### config.mk
export PLATFORM = sky130hd
export DESIGN_NAME = uart_apb_if_flat
export DESIGN_NICKNAME = d
export VERILOG_FILES = /design/src/rtl/uart_apb_if_pkg.sv /design/src/rtl/uart_apb_if_if.sv /design/src/rtl/uart_apb_if.sv /design/src/flat_wrapper.sv
export SDC_FILE = /design/constraint.sdc
export NUM_CORES = 1
export LEC_CHECK = 0
export ABC_AREA = 1
export BUFFER_PORTS_ARGS = -buffer_cell sky130_fd_sc_hd__buf_2
export CAP_MARGIN = 20
export CORE_UTILIZATION = 47
export CTS_BUF_LIST = sky130_fd_sc_hd__clkbuf_4
export DETAILED_ROUTE_END_ITERATION = 8
export PLACE_DENSITY = 0.78
export SLEW_MARGIN = 20
export SYNTH_ARGS = -nofsm -noshare
export SYNTH_HDL_FRONTEND = slang
export SYNTH_SLANG_ARGS = --single-unit
### constraint.sdc
create_clock -name clk -period 1.5 [get_ports clk]
set_input_delay 0.3 -clock clk [delete_from_list [all_inputs] [get_ports clk]]
set_output_delay 0.3 -clock clk [all_outputs]
set_load 0.1 [all_outputs]
### src/rtl/uart_apb_if_pkg.sv
// Shared definitions for the uart APB front-end: register indices, ERR bit
// positions, bus widths and FSM state encoding.
package uart_apb_if_pkg;

    localparam int unsigned APB_AW = 4;   // byte address width on the APB side
    localparam int unsigned IDX_W  = 2;   // register word-index width

    // Register word indices (PADDR[3:2])
    localparam logic [IDX_W-1:0] REG_DATA   = 2'd0;
    localparam logic [IDX_W-1:0] REG_STATUS = 2'd1;
    localparam logic [IDX_W-1:0] REG_BAUD   = 2'd2;
    localparam logic [IDX_W-1:0] REG_ERR    = 2'd3;

    // Sticky ERR register bit positions
    localparam int unsigned ERR_RX_UNDER = 0;
    localparam int unsigned ERR_TX_OVER  = 1;
    localparam int unsigned ERR_W        = 2;

    typedef enum logic [1:0] {
        ST_IDLE    = 2'd0,
        ST_ACCESS  = 2'd1,
        ST_RD_WAIT = 2'd2,
        ST_DONE    = 2'd3
    } state_t;

endpackage

### src/rtl/uart_apb_if_if.sv
// APB3 bus bundle between the CPU side (master) and uart_apb_if (slave).
//  PSEL/PENABLE/PWRITE/PADDR/PWDATA : master -> slave request
//  PRDATA/PREADY/PSLVERR            : slave -> master response
interface uart_apb_if_if
    import uart_apb_if_pkg::*;
#(
    parameter int unsigned DW = 8
) ();
    logic              PSEL;
    logic              PENABLE;
    logic              PWRITE;
    logic [APB_AW-1:0] PADDR;
    logic [DW-1:0]     PWDATA;
    logic [DW-1:0]     PRDATA;
    logic              PREADY;
    logic              PSLVERR;

    modport master (
        output PSEL, PENABLE, PWRITE, PADDR, PWDATA,
        input  PRDATA, PREADY, PSLVERR
    );

    modport slave (
        input  PSEL, PENABLE, PWRITE, PADDR, PWDATA,
        output PRDATA, PREADY, PSLVERR
    );
endinterface

### src/rtl/uart_apb_if.sv
// APB3 slave front-end for the uart block. Decodes register accesses and
// drives the uart host-side controls.
//  clk, reset_n          : system clock, async active-low reset
//  apb (slave)           : APB3 request/response bundle
//  w_data, wr_uart       : tx byte and one-cycle push strobe to uart
//  rd_uart, r_data       : one-cycle pop strobe and rx byte from uart
//  rx_empty, tx_full     : uart buffer status
//  uart_paddr            : latched word index forwarded to uart
//  TIMER_FINAL_VALUE     : baud divisor register
module uart_apb_if
    import uart_apb_if_pkg::*;
#(
    parameter int unsigned   DW       = 8,
    parameter logic [DW-1:0] BAUD_RST = 8'd163
) (
    input  logic             clk,
    input  logic             reset_n,
    uart_apb_if_if.slave     apb,
    output logic [DW-1:0]    w_data,
    output logic             wr_uart,
    output logic             rd_uart,
    input  logic [DW-1:0]    r_data,
    input  logic             rx_empty,
    input  logic             tx_full,
    output logic [IDX_W-1:0] uart_paddr,
    output logic [DW-1:0]    TIMER_FINAL_VALUE
);

    state_t           state;
    logic [ERR_W-1:0] err;
    logic [ERR_W-1:0] err_set;
    logic [ERR_W-1:0] err_clr;
    logic [IDX_W-1:0] idx;
    logic             setup;
    logic [DW-1:0]    rd_mux;
    logic             unused_paddr;

    assign idx          = apb.PADDR[3:2];
    assign unused_paddr = ^apb.PADDR[1:0];

    // The whole transfer is decided at the setup edge so that PREADY can be a
    // register yet still be high in the very first access cycle.
    assign setup = (state == ST_IDLE) && apb.PSEL && !apb.PENABLE;

    // Sticky error set/clear terms; set wins over clear
    always_comb begin
        err_set = '0;
        err_clr = '0;
        if (setup) begin
            if (apb.PWRITE && (idx == REG_DATA) && tx_full) begin
                err_set[ERR_TX_OVER] = 1'b1;
            end
            if (!apb.PWRITE && (idx == REG_DATA) && rx_empty) begin
                err_set[ERR_RX_UNDER] = 1'b1;
            end
            if (apb.PWRITE && (idx == REG_ERR)) begin
                err_clr = apb.PWDATA[ERR_W-1:0];
            end
        end
    end

    // Read mux for the zero-wait-state registers; DATA underflow reads 0
    always_comb begin
        rd_mux = '0;
        case (idx)
            REG_STATUS: rd_mux = DW'({(err != '0), tx_full, rx_empty});
            REG_BAUD:   rd_mux = TIMER_FINAL_VALUE;
            REG_ERR:    rd_mux = DW'(err);
            default:    rd_mux = '0;
        endcase
    end

    // Transfer FSM with registered bus responses and uart strobes
    always_ff @(posedge clk or negedge reset_n) begin
        if (!reset_n) begin
            state             <= ST_IDLE;
            apb.PRDATA        <= '0;
            apb.PREADY        <= 1'b0;
            apb.PSLVERR       <= 1'b0;
            wr_uart           <= 1'b0;
            rd_uart           <= 1'b0;
            w_data            <= '0;
            uart_paddr        <= '0;
            TIMER_FINAL_VALUE <= BAUD_RST;
            err               <= '0;
        end else begin
            wr_uart <= 1'b0;
            rd_uart <= 1'b0;
            err     <= (err & ~err_clr) | err_set;
            case (state)
                ST_IDLE: begin
                    if (setup) begin
                        state      <= ST_ACCESS;
                        uart_paddr <= idx;
                        if (apb.PWRITE) begin
                            apb.PREADY <= 1'b1;
                            case (idx)
                                REG_DATA: begin
                                    if (tx_full) begin
                                        apb.PSLVERR <= 1'b1;
                                    end else begin
                                        wr_uart <= 1'b1;
                                        w_data  <= apb.PWDATA;
                                    end
                                end
                                REG_BAUD: TIMER_FINAL_VALUE <= apb.PWDATA;
                                default: ;
                            endcase
                        end else if ((idx == REG_DATA) && !rx_empty) begin
                            // Pop now, return the byte after one wait state
                            rd_uart <= 1'b1;
                        end else begin
                            apb.PREADY  <= 1'b1;
                            apb.PRDATA  <= rd_mux;
                            apb.PSLVERR <= (idx == REG_DATA);
                        end
                    end
                end
                ST_ACCESS: begin
                    if (rd_uart) begin
                        state      <= ST_RD_WAIT;
                        apb.PRDATA <= r_data;
                        apb.PREADY <= 1'b1;
                    end else begin
                        state       <= ST_DONE;
                        apb.PREADY  <= 1'b0;
                        apb.PSLVERR <= 1'b0;
                    end
                end
                ST_RD_WAIT: begin
                    state       <= ST_DONE;
                    apb.PREADY  <= 1'b0;
                    apb.PSLVERR <= 1'b0;
                end
                ST_DONE: state <= ST_IDLE;
                default: state <= ST_IDLE;
            endcase
        end
    end

endmodule

### src/flat_wrapper.sv
// flat-port wrapper written by rule: the top's interface ports become plain ports
module uart_apb_if_flat import uart_apb_if_pkg::*;
#(
    parameter int unsigned   DW       = 8,
    parameter logic [DW-1:0] BAUD_RST = 8'd163
)
  (clk, reset_n, w_data, wr_uart, rd_uart, r_data, rx_empty, tx_full, uart_paddr, TIMER_FINAL_VALUE, apb_PSEL, apb_PENABLE, apb_PWRITE, apb_PADDR, apb_PWDATA, apb_PRDATA, apb_PREADY, apb_PSLVERR);
  uart_apb_if_if #(.DW(DW)) apb_i ();
  input  logic clk;
  input  logic reset_n;
  output logic [DW-1:0] w_data;
  output logic wr_uart;
  output logic rd_uart;
  input  logic [DW-1:0] r_data;
  input  logic rx_empty;
  input  logic tx_full;
  output logic [IDX_W-1:0] uart_paddr;
  output logic [DW-1:0] TIMER_FINAL_VALUE;
  input wire logic [$bits(apb_i.PSEL)-1:0] apb_PSEL;
  input wire logic [$bits(apb_i.PENABLE)-1:0] apb_PENABLE;
  input wire logic [$bits(apb_i.PWRITE)-1:0] apb_PWRITE;
  input wire logic [$bits(apb_i.PADDR)-1:0] apb_PADDR;
  input wire logic [$bits(apb_i.PWDATA)-1:0] apb_PWDATA;
  output wire logic [$bits(apb_i.PRDATA)-1:0] apb_PRDATA;
  output wire logic [$bits(apb_i.PREADY)-1:0] apb_PREADY;
  output wire logic [$bits(apb_i.PSLVERR)-1:0] apb_PSLVERR;
  assign apb_i.PSEL = apb_PSEL;
  assign apb_i.PENABLE = apb_PENABLE;
  assign apb_i.PWRITE = apb_PWRITE;
  assign apb_i.PADDR = apb_PADDR;
  assign apb_i.PWDATA = apb_PWDATA;
  assign apb_PRDATA = apb_i.PRDATA;
  assign apb_PREADY = apb_i.PREADY;
  assign apb_PSLVERR = apb_i.PSLVERR;
  uart_apb_if #(.DW(DW), .BAUD_RST(BAUD_RST)) u_core (.clk(clk), .reset_n(reset_n), .apb(apb_i), .w_data(w_data), .wr_uart(wr_uart), .rd_uart(rd_uart), .r_data(r_data), .rx_empty(rx_empty), .tx_full(tx_full), .uart_paddr(uart_paddr), .TIMER_FINAL_VALUE(TIMER_FINAL_VALUE));
endmodule
==> impl_metrics.tcl <==
set metrics [dict create \
    critPathLaunch "u_core.rd_uart" \
    synth_most_common_cell "nand2_1" \
    p_per_area_mw_per_mm2 2470 \
    synthesis.area_mm2 0.00179 \
    cts_tree "done" \
    ys.flop_type "dfrtp_1" \
    drt_wl_total_um 4060 \
    grt_pass1_wl_um 6330 \
    dp_hpwl_um 2780 \
    row_count 22 \
    wl_per_cell_um 12.1 \
    grt_use_total_pct 20.6 \
    grt_max_degree 28 \
    slowest_delay_ns 0.43 \
    critPathKind "register to output port" \
    utilization_pct 67.3 \
    crit_arrival_ns 1.17 \
    synth_top_area_share_pct 42.0 \
    die_w_um 63.6 \
    core_area_mm2 0.00366 \
    period_share_pct 98.2 \
    floorplan.initialDensity_pct 48.8 \
    yosys.cell_types.count 25 \
    fmax_mhz 679 \
    clk_path_buf_depth 2 \
    hold_viol 0 \
    cts_sinks 34 \
    io_buffers 54 \
    die_area_mm2 0.00405 \
    hold_path.class "input port to register" \
    vias 1646 \
    async_reset_ff_share_pct 100 \
    p_total_mw 6.09 \
    reg2reg_depth 8 \
    setup_viol 0 \
    endpoint "rd_uart" \
    crit_fanout 3 \
    area_delta_synth_final_pct 38.0 \
    slew_violations 0 \
    hold_depth 2 \
    fin_worst_skew_ns 0.0161 \
    drcViolationCount 0 \
    grt_setup_unrepaired "yes" \
    cts_made_buffers 5 \
    leakage_nw 1.34 \
    clk_latency_ns 0.36 \
    reg2reg_from "u_core.state[1]" \
    antenna_found_initial 0 \
    firstDrtPassIters 4 \
    gr-total-overflow 0 \
    synth_top_area_cell "dfrtp_1" \
    drt_iter0_drc 28 \
    crit_slowest_cell "buf_2" \
    via_per_inst 4.90 \
    required_ns 1.20 \
    min_period_ns 1.47 \
    grt_pass1_vias 1495 \
    cp.depth 1 \
    die_height_um 63.6 \
    irDropWorstVdd_mv 1.15 \
    insertedDiodeCount 0 \
    path_clk_slew_ns 0.11 \
    postSynthCellCount 215 \
    relSlewSlack_pct 61.2 \
    synth-seq-cells 34 \
    cp_top_family "buffers and inverters" \
    r2r_setup_slack_ns 0.04 \
    path_buf_inv 1 \
    syn_nets 246 \
    start_kind "register" \
    rr_endpoint "u_core.w_data[0]" \
    synth_common_cells "80 x nand2_1, 30 x dfrtp_1, 20 x inv_1" \
    drive_gt1_share_pct 42.7 \
    crit_chain "buf_2" \
    place_congestion 0.861 \
    cp-end-kind "output port" \
    ys_seq_area_share_pct 47.9 \
    nets 318 \
    tightest_slew_ns 0.583 \
    maxCapViolations 0 \
    ys_warn_count 0 \
    ant_nets 0 \
    htreeDepth 2 \
    clock-root-buffer "clkbuf_4" \
    synth.area.top_cells "dfrtp_1 42%, nand2_1 17%, o21ai_2 7.8%, dfstp_2 5.9%, nand3_1 5.0%" \
    synth_edf_count 0 \
    outcome "finished, final reports clean" \
    io_pins 57 \
    synth.avg_cell_area_um2 8.30 \
]
## stage by stage
| step | setup TNS, ns | cell area, um^2 | setup slack, ns | cells | hold WS [ns] |
|---|---|---|---|---|---|
| 3_3_place_gp | -0.862 | 2210 | -0.0663 | 320 | 0.335 |
| 3_5_place_dp | -1.41 | 2210 | -0.101 | 320 | 0.331 |
| 4_1_cts | 0 | 2340 | 0.0205 | 330 | 0.151 |
| 5_1_grt | -0.415 | 2460 | -0.0415 | 336 | 0.189 |
| 2_1_floorplan | 0 | 1800 | 0.0118 | 215 | 0.00441 |
| 6_report | 0 | 2460 | 0.0276 | 336 | 0.168 |
## kinds of logic (layout without fill, tap and decap cells)
| kind of cell | Yosys count | count (layout) | share of synthesized area, % |
|---|---|---|---|
| AOI/OAI and AO/OA | 28 | 28 | 11.2 |
| adders and majority gates | 4 | 4 | 2.80 |
| buffers and inverters | 30 | 102 | 8.27 |
| DFF | 34 | 34 | 47.9 |
| and+or+nand+nor | 119 | 120 | 29.8 |
## cells in the final DEF (no fill, tap or decap), drive strengths merged, types with 4 or more instances in the layout
| cell type | count |
|---|---|
| nand3 | 22 |
| dfrtp | 30 |
| dfstp | 4 |
| clkbuf | 9 |
| nand2 | 82 |
| nor2 | 12 |
| inv | 23 |
| o21ai | 26 |
| ha | 4 |
| buf | 66 |
## power breakdown
part | total (mW) | switching (mW) | leakage, nW | internal (mW)
Sequential | 1.48 | 0.216 | 0.431 | 1.26
Clock | 0.681 | 0.317 | 0.0433 | 0.365
Combinational | 3.93 | 2.92 | 0.870 | 1.02
Total | 6.09 | 3.45 | 1.34 | 2.64
## repair_timing
action	CTS	global route
pin swaps	1	5
endpoints found under the hold margin	21	0
buffers inserted	1	4
hold buffers	1	0
endpoints found under the setup margin	20	24
gates cloned	0	2
resized for setup	6	16
## metal layers
layer / global-route usage (%) / vias up / share of wire (%)
met1: 23.6 / 763 / 42
met5: 0 / - / 0
met2: 34.3 / 43 / 51
met3: 5.43 / 15 / 4.3
li1: - / 825 / -
met4: 11.9 / 0 / 2.9
## worst register-to-register path: stages, from the launching register on
cell     delay [ns]
dfrtp_1        0.40
inv_2          0.12
ha_4           0.19
nand3_4        0.13
nor2_4         0.14
nand3_4        0.10
buf_12         0.16
nand2_1        0.06
o21ai_2        0.05
## layout make-up
type	count	area (um^2)
fillers	303	1200
multi-input cells	152	890
flip-flops and latches	34	857
repair buffers	70	488
inverters	24	90.1
well taps	48	60.1
clock buffers	6	45.0
clock inverters	2	33.8
## worst min-delay path by stage
stage	slack [ns]	from	end
5_1_grt	0.19	rx_empty	u_core.rd_uart
2_1_floorplan	0.004	reset_n	u_core.TIMER_FINAL_VALUE[2]
3_3_place_gp	0.33	reset_n	u_core.uart_paddr[0]
4_1_cts	0.15	rx_empty	u_core.rd_uart
6_report	0.17	rx_empty	u_core.rd_uart
3_5_place_dp	0.33	reset_n	u_core.uart_paddr[0]
## flip-flops by register name (all words and copies together), names as in the netlist
| name | flops |
|---|---|
| u_core.wr_uart | 1 |
| u_core.err | 2 |
| u_core.apb.PRDATA | 8 |
| u_core.TIMER_FINAL_VALUE | 8 |
| u_core.rd_uart | 1 |
| u_core.apb.PSLVERR | 1 |
| u_core.state | 2 |
| u_core.uart_paddr | 2 |
| u_core.w_data | 8 |
| u_core.apb.PREADY | 1 |
Power figures use the tool's default switching activity.
